[src/rtl/cache_wb_param.sv]
// Direct-mapped write-back data cache with a per-line dirty bit. It uses
// write-allocate on misses. The requester side and the word-wide memory side
// each use a req/ready style handshake, and memory latency may vary.
module cache_wb_param #(
  parameter int unsigned ADDR_W    = 11,
  parameter int unsigned DATA_W    = 8,
  parameter int unsigned LINE_BITS = 2,
  parameter int unsigned BLK_BITS  = 3
) (
  input  logic              clk,
  input  logic              reset,
  input  logic              req,
  input  logic              we,
  input  logic [ADDR_W-1:0] address,
  input  logic [DATA_W-1:0] wdata,
  output logic [DATA_W-1:0] rdata,
  output logic              ready,
  output logic              hit,
  output logic              busy,
  output logic              mem_req,
  output logic              mem_we,
  output logic [ADDR_W-1:0] mem_addr,
  output logic [DATA_W-1:0] mem_wdata,
  input  logic [DATA_W-1:0] mem_rdata,
  input  logic              mem_ack
);

  localparam int unsigned TAG_W     = ADDR_W - LINE_BITS - BLK_BITS;
  localparam int unsigned IDX_W     = LINE_BITS + BLK_BITS;
  localparam int unsigned NUM_LINES = 1 << LINE_BITS;
  localparam int unsigned NUM_WORDS = 1 << IDX_W;

  typedef enum logic [1:0] {StIdle, StLookup, StWb, StRefill} state_e;

  state_e                state_q;
  logic [NUM_LINES-1:0]  valid_q;
  logic [NUM_LINES-1:0]  dirty_q;
  logic [BLK_BITS-1:0]   cnt_q;
  logic                  first_try_q;
  logic                  acc_we_q;
  logic [ADDR_W-1:0]     acc_addr_q;
  logic [DATA_W-1:0]     acc_wdata_q;

  logic [TAG_W-1:0]      tag_mem  [NUM_LINES];
  logic [DATA_W-1:0]     data_mem [NUM_WORDS];

  logic [TAG_W-1:0]      acc_tag;
  logic [LINE_BITS-1:0]  acc_line;
  logic [BLK_BITS-1:0]   acc_blk;
  logic [IDX_W-1:0]      acc_idx;
  logic [IDX_W-1:0]      cnt_idx;
  logic                  lookup_hit;
  logic                  last_word;

  // Field decode of the captured access and the hit test
  always_comb begin
    acc_tag    = acc_addr_q[ADDR_W-1 -: TAG_W];
    acc_line   = acc_addr_q[BLK_BITS +: LINE_BITS];
    acc_blk    = acc_addr_q[BLK_BITS-1:0];
    acc_idx    = {acc_line, acc_blk};
    cnt_idx    = {acc_line, cnt_q};
    lookup_hit = valid_q[acc_line] && (tag_mem[acc_line] == acc_tag);
    last_word  = (cnt_q == {BLK_BITS{1'b1}});
  end

  // Output decode; depends only on state and stored values, never on req
  always_comb begin
    busy      = (state_q != StIdle);
    ready     = (state_q == StLookup) && lookup_hit;
    hit       = ready && first_try_q;
    rdata     = '0;
    mem_req   = 1'b0;
    mem_we    = 1'b0;
    mem_addr  = '0;
    mem_wdata = '0;
    if (ready && !acc_we_q) begin
      rdata = data_mem[acc_idx];
    end
    unique case (state_q)
      StWb: begin
        mem_req   = 1'b1;
        mem_we    = 1'b1;
        mem_addr  = {tag_mem[acc_line], acc_line, cnt_q};
        mem_wdata = data_mem[cnt_idx];
      end
      StRefill: begin
        mem_req  = 1'b1;
        mem_addr = {acc_tag, acc_line, cnt_q};
      end
      default: ;
    endcase
  end

  // Control FSM, line status bits and access capture
  always_ff @(posedge clk) begin
    if (reset) begin
      state_q     <= StIdle;
      valid_q     <= '0;
      dirty_q     <= '0;
      cnt_q       <= '0;
      first_try_q <= 1'b0;
      acc_we_q    <= 1'b0;
      acc_addr_q  <= '0;
      acc_wdata_q <= '0;
    end else begin
      unique case (state_q)
        StIdle: begin
          if (req) begin
            acc_we_q    <= we;
            acc_addr_q  <= address;
            acc_wdata_q <= wdata;
            first_try_q <= 1'b1;
            state_q     <= StLookup;
          end
        end
        StLookup: begin
          if (lookup_hit) begin
            if (acc_we_q) begin
              dirty_q[acc_line] <= 1'b1;
            end
            state_q <= StIdle;
          end else begin
            cnt_q       <= '0;
            first_try_q <= 1'b0;
            if (valid_q[acc_line] && dirty_q[acc_line]) begin
              state_q <= StWb;
            end else begin
              // Line is overwritten word by word, so it must not look valid meanwhile
              valid_q[acc_line] <= 1'b0;
              state_q           <= StRefill;
            end
          end
        end
        StWb: begin
          if (mem_ack) begin
            cnt_q <= cnt_q + 1'b1;
            if (last_word) begin
              dirty_q[acc_line] <= 1'b0;
              valid_q[acc_line] <= 1'b0;
              state_q           <= StRefill;
            end
          end
        end
        StRefill: begin
          if (mem_ack) begin
            cnt_q <= cnt_q + 1'b1;
            if (last_word) begin
              valid_q[acc_line] <= 1'b1;
              dirty_q[acc_line] <= 1'b0;
              state_q           <= StLookup;
            end
          end
        end
        default: state_q <= StIdle;
      endcase
    end
  end

  // Tag and data arrays; no reset, contents are guarded by the valid bits
  always_ff @(posedge clk) begin
    if (!reset) begin
      if (state_q == StRefill && mem_ack) begin
        data_mem[cnt_idx] <= mem_rdata;
        if (last_word) begin
          tag_mem[acc_line] <= acc_tag;
        end
      end
      if (state_q == StLookup && lookup_hit && acc_we_q) begin
        data_mem[acc_idx] <= acc_wdata_q;
      end
    end
  end

endmodule

[config.mk]
export PLATFORM = sky130hd
export DESIGN_NAME = cache_wb_param
export DESIGN_NICKNAME = d
export VERILOG_FILES = /design/src/rtl/cache_wb_param.sv
export SDC_FILE = /design/constraint.sdc
export NUM_CORES = 1
export LEC_CHECK = 0
export ABC_AREA = 1
export BUFFER_PORTS_ARGS = -buffer_cell sky130_fd_sc_hd__buf_2
export CELL_PAD_IN_SITES_DETAIL_PLACEMENT = 1
export CELL_PAD_IN_SITES_GLOBAL_PLACEMENT = 1
export CORE_ASPECT_RATIO = 1.75
export CORE_MARGIN = 2
export CORE_UTILIZATION = 25
export CTS_CLUSTER_SIZE = 12
export DETAILED_ROUTE_END_ITERATION = 10
export PLACE_DENSITY = 0.53
export SETUP_SLACK_MARGIN = 0.1
export SYNTH_ARGS = -nofsm -noshare
export SYNTH_HDL_FRONTEND = slang
export SYNTH_SLANG_ARGS = --single-unit
[constraint.sdc]
create_clock -name clk -period 2.68 [get_ports clk]
set_clock_uncertainty 0.2 [all_clocks]
set_input_delay 0.536 -clock clk [delete_from_list [all_inputs] [get_ports clk]]
set_output_delay 0.536 -clock clk [all_outputs]
set_load 0.03 [all_outputs]
# Word level (Yosys, flattened, before mapping)
# Memories as Yosys holds them, arrays and structs flattened. A register that Yosys moved wholly into a read port is not among the register bits.
# Cells that the tools add are included.
[op_classes] addsub=1 mux=54 n_bitwise=5 n_lt_le_gt_ge=2 eq_ne=16 n_reduce_logical=22
[op_table] cell="2-to-1 mux 4 bit" count=10
[op_table] cell="2-to-1 mux 8 bit" count=3
[op_table] cell="case mux 11 bit (2 select lines)" count=1
[op_table] cell="2-to-1 mux 1 bit" count=19
[op_table] cell="!= test 2 bit (second input constant)" count=9
[op_table] cell="2-to-1 mux 2 bit" count=8
[op_table] cell="2-to-1 mux 5 bit" count=3
[op_table] cell="case mux 4 bit (3 select lines)" count=1
[op_table] cell="AND reduction 5 bit" count=2
[op_table] cell="AND 4 bit" count=2
[op_table] cell="logical AND 1 bit" count=8
[op_table] cell="bitwise OR 4 bit" count=2
[op_table] cell="case mux 2 bit (4 select lines)" count=1
[op_table] cell="case mux 4 bit (2 select lines)" count=1
[op_table] cell="OR reduction 8 bit" count=1
[op_table] cell="AND reduction 7 bit" count=1
[op_table] cell="equality test 6 bit" count=1
[op_table] cell="2-to-1 mux 3 bit" count=2
[op_table] cell="case mux 3 bit (2 select lines)" count=1
[op_table] cell="AND reduction 3 bit" count=2
[op_table] cell="nonzero test 2 bit" count=3
[op_table] cell="binary-select mux 1 bit (select 2 bit)" count=2
[op_table] cell="equality test 2 bit (second input constant)" count=2
[op_table] cell="!= test 2 x 1 -> 1 bit (second input constant)" count=2
[op_table] cell="other kinds (13)" count=13
[totals] output_inout_bits=32 register_bits=34 wordCells=110 mem_bits_rw=280 mem_count=2
[mem_list] memory="data_mem" words=32 width=8 rd=2 rd_clocked_by_memory_dff=1 write_ports=1 line_no="45" text="logic [DATA_W-1:0] data_mem [NUM_WORDS];"
[mem_list] memory="tag_mem" words=4 width=6 rd=1 rd_clocked_by_memory_dff=1 write_ports=1 line_no="44" text="logic [TAG_W-1:0] tag_mem [NUM_LINES];"

# Longest topological paths before layout
[logic_depth] depth_word=10 depth_mapped=15 ltp_nobuf=14

# Worst setup path after synthesis
# Ideal clock, no wire load.
[synth_timing] path_kind="register to output" from="register cnt_q[0]" to="output port mem_wdata[3]" required_time_ns=1.944 n_path_buf=3 arrival_time_ns=1.991 path_slack_ns=-0.047 path_stages_with_launch=10 path_cell_list="dfxtp_1 > clkbuf_1 > inv_2 > buf_2 > clkbuf_1 > a21oi_1 > o21ai_0 > o211ai_1 > o211ai_1 > a41oi_1"
[synth_via] elab_chain_len=2
[synth_lines] item="start, declared" line_no="38" text="logic [BLK_BITS-1:0] cnt_q;"
[synth_lines] item="start signal, assigned" line_no="136" text="cnt_q <= cnt_q + 1'b1;"
[synth_lines] item="start signal, assigned" line_no="146" text="cnt_q <= cnt_q + 1'b1;"
[synth_lines] item="memory read (32 x 8 bit)"
[synth_lines] item="2-to-1 mux 8 bit" line_no="79" text="unique case (state_q)"
[synth_lines] item="end, declared" line_no="23" text="output logic [DATA_W-1:0] mem_wdata,"
# No other way between the ends.

==> results.json <==
{
  "yosysSeqAreaShare": 0.587,
  "drt-initial-drc-count": 633,
  "path_clk_slew_ns": 0.06,
  "slowest_delay_ns": 0.42,
  "gr-total-overflow": 0,
  "cts_max_level": 2,
  "io_pins": 64,
  "grt_max_degree": 36,
  "critPathKind": "reg -> out",
  "hold_path_class": "in -> reg",
  "use_met1": 0.209,
  "startpoint_type": "flip-flop",
  "rsz0062_at_grt": "true",
  "wl_per_cell_um": 25.2,
  "dp_cells": 2633,
  "relSlewSlack": 0.468,
  "dieArea_um2": 64700,
  "ys_seq_elements": 319,
  "synth_edf_count": 280,
  "nNetsFinal": 1973,
  "drv_slew": 0,
  "io_buffers": 63,
  "diodes": 0,
  "ir_drop_uv": 509,
  "antenna_found_initial": 0,
  "violations": "negative setup slack",
  "grtUsageMet2": 0.407,
  "synth_flop_cell": "edfxtp_1",
  "clock_latency_ns": 0.56,
  "core.rowCount": 121,
  "num-fill-cells": 6968,
  "syn_area_per_cell_um2": 9.43,
  "start_util": 0.252,
  "path_max_fanout": 16,
  "cp_cell_sequence": "inv_4 -> buf_12 -> buf_4 -> nand2_1 -> a21oi_2 -> nand2_1 -> nand3_1 -> nand3_2 -> a21oi_4 -> buf_6",
  "design_area_um2": 22100,
  "place_hpwl_mm": 47.7,
  "power_switching_w": 0.00652,
  "setup_viol": 351,
  "fin_tns_setup_ns": -50.52,
  "wirelength_mm": 69.4,
  "hold_viol": 0,
  "grt_use_total": 0.209,
  "ys_async_sr_fraction": 0,
  "cpMostUsedCell": "nand2_1",
  "synth_most_common_cell": "edfxtp_1",
  "timing_worst_slew_pin_value_ns": 0.792,
  "synth_commonest_cells": "280 x edfxtp_1, 242 x nand2_1, 230 x a21oi_1",
  "place_area_um2": 19000,
  "fmax_mhz": 303,
  "syn-num-nets": 1698,
  "gp_congestion": 0.895,
  "netlist.area_leader.share": 0.537,
  "holdBufCountCts": 0,
  "internal_power_w": 0.0109,
  "netlist_area_um2": 15700,
  "syn_inst": 1659,
  "slowest_stage": "dfxtp_4",
  "synth.area.top_cells": "edfxtp_1 54%, a21oi_1 7.4%, o21ai_0 7.2%, nand2_1 5.8%, dfxtp_1 5.0%",
  "drcViolationCount": 0,
  "clockPowerShare": 0.264,
  "finalCritPeriodShare": 1.23,
  "grt_pass1_vias": 15200,
  "crit_arrival_ns": 2.57,
  "endpoint_kind": "primary output",
  "cpLargestDelayFamily": "buffers and inverters",
  "yosysTopAreaCell": "edfxtp_1",
  "cap_viol_max_count": 0,
  "die_h_um": 335,
  "die_x_um": 193,
  "cts_tree": "yes",
  "cts_made_buffers": 35,
  "root_buffer": "clkbuf_16",
  "pwr-share-comb": 0.410,
  "synthDistinctLibCells": 36,
  "power_density_nw_per_um2": 787,
  "yosys_warnings": 0,
  "ant_nets": 0,
  "outcome": "finished, violations left",
  "grt.busiest_layer": "met2",
  "instances_no_fill": 2757,
  "drive_gt1_frac": 0.323,
  "cts_sinks": 319,
  "grt_use_met3": 0.0207,
  "min_period_ns": 3.31,
  "power_frac_seq": 0.327,
  "swShare": 0.375,
  "path_buf_inv": 4,
  "area_growth_pct": 41.4,
  "leakage_nw": 8.12,
  "drt-vias-per-instance": 5.12,
  "timing.final.ws_setup_ns": -0.626,
  "cp.required_ns": 1.94,
  "clock_path_buffers": 3,
  "vias": 14100,
  "grt_pass1_wl_mm": 98.2,
  "dr.pass1.iters": 5,
  "core_um2": 62100
}
-- state kept, by name, indices dropped and copies added, names as in the netlist, named ones only --
register and count:
acc_addr_q 11, acc_wdata_q 8, acc_we_q 1, cnt_q 3
data_mem 256, first_try_q 1, state_q 2, tag_mem 24
-- power groups by stage --
stage                     clock network, W  logic (W)  registers, W
after floorplan                          0    0.00284       0.00569
after CTS                          0.00469    0.00635       0.00568
after global placement                   0    0.00563       0.00575
after detailed placement                 0    0.00568       0.00576
after global routing               0.00483    0.00755       0.00570
final                              0.00460    0.00713       0.00569
-- final timing paths --
path / from / end / slack [ns] / cells past startpoint
max: flip-flop / rdata[1] / -0.63 / 10
min: wdata[7] / acc_wdata_q[7] / 0.05 / 3
max reg2reg: flip-flop / data_mem[11][7] / -0.23 / 15
min reg2reg: flip-flop / flip-flop / 0.27 / 2
-- worst min-delay path, cell delays in order --
cell and delay [ns]:
buf_2 0.08, o21ai_0 0.07, nor2_1 0.08
-- layout make-up --
| class | instances | area, um2 | area share |
|---|---|---|---|
| clock buffer | 49 | 981 | 0.0443 |
| tap | 799 | 1000 | 0.0452 |
| inverter | 102 | 417 | 0.0188 |
| timing repair buffer | 360 | 3860 | 0.174 |
| multi-input combinational | 1116 | 6600 | 0.298 |
| sequential | 319 | 9210 | 0.416 |
| clock inverter | 12 | 55.1 | 0.00249 |
-- placed cells by master, fill, tap and decap left out, types with 45 or more instances in the layout --
master,n
buf_6,61
nor2_1,122
o211ai_1,65
a21oi_1,191
nand2_1,198
buf_2,45
inv_1,91
clkbuf_16,45
edfxtp_1,280
nand3_1,59
buf_4,173
o21ai_0,164
buf_12,53
o21ai_1,48
-- layer usage --
metal	part of all wire	routed length (um)
met5	0	0
met3	0.030	2110
met4	0.066	4580
met2	0.56	38500
met1	0.35	24200
-- per-stage QoR --
| stage | power [W] | hold WS (ns) | utilization | setup slack, ns |
|---|---|---|---|---|
| after floorplan | 0.00853 | 0.240 | - | -0.0321 |
| after global placement | 0.0114 | 0.246 | 0.306 | -0.494 |
| after detailed placement | 0.0114 | 0.266 | 0.306 | -0.530 |
| after CTS | 0.0167 | 0.0294 | 0.340 | -0.575 |
| after global routing | 0.0181 | 0.0678 | 0.356 | -0.639 |
| final | 0.0174 | 0.0537 | 0.356 | -0.626 |
-- timing repair --
item,in CTS,in global routing
resized for setup,236,176
setup endpoints to repair,545,554
buffers inserted,26,27
pin swaps,54,65
gates cloned,4,9
-- cells by family (layout without fill, tap and decap cells) --
| group | Yosys count | count (layout) | synth area share |
|---|---|---|---|
| flip-flops | 319 | 319 | 0.587 |
| AND/OR/NAND/NOR | 540 | 540 | 0.147 |
| buffers and inverters | 224 | 523 | 0.0572 |
| adder cells (fa/ha/maj) | 7 | 7 | 0.00560 |
| AO/OA/AOI/OAI | 569 | 569 | 0.203 |
(Power assumes the default switching activity.)
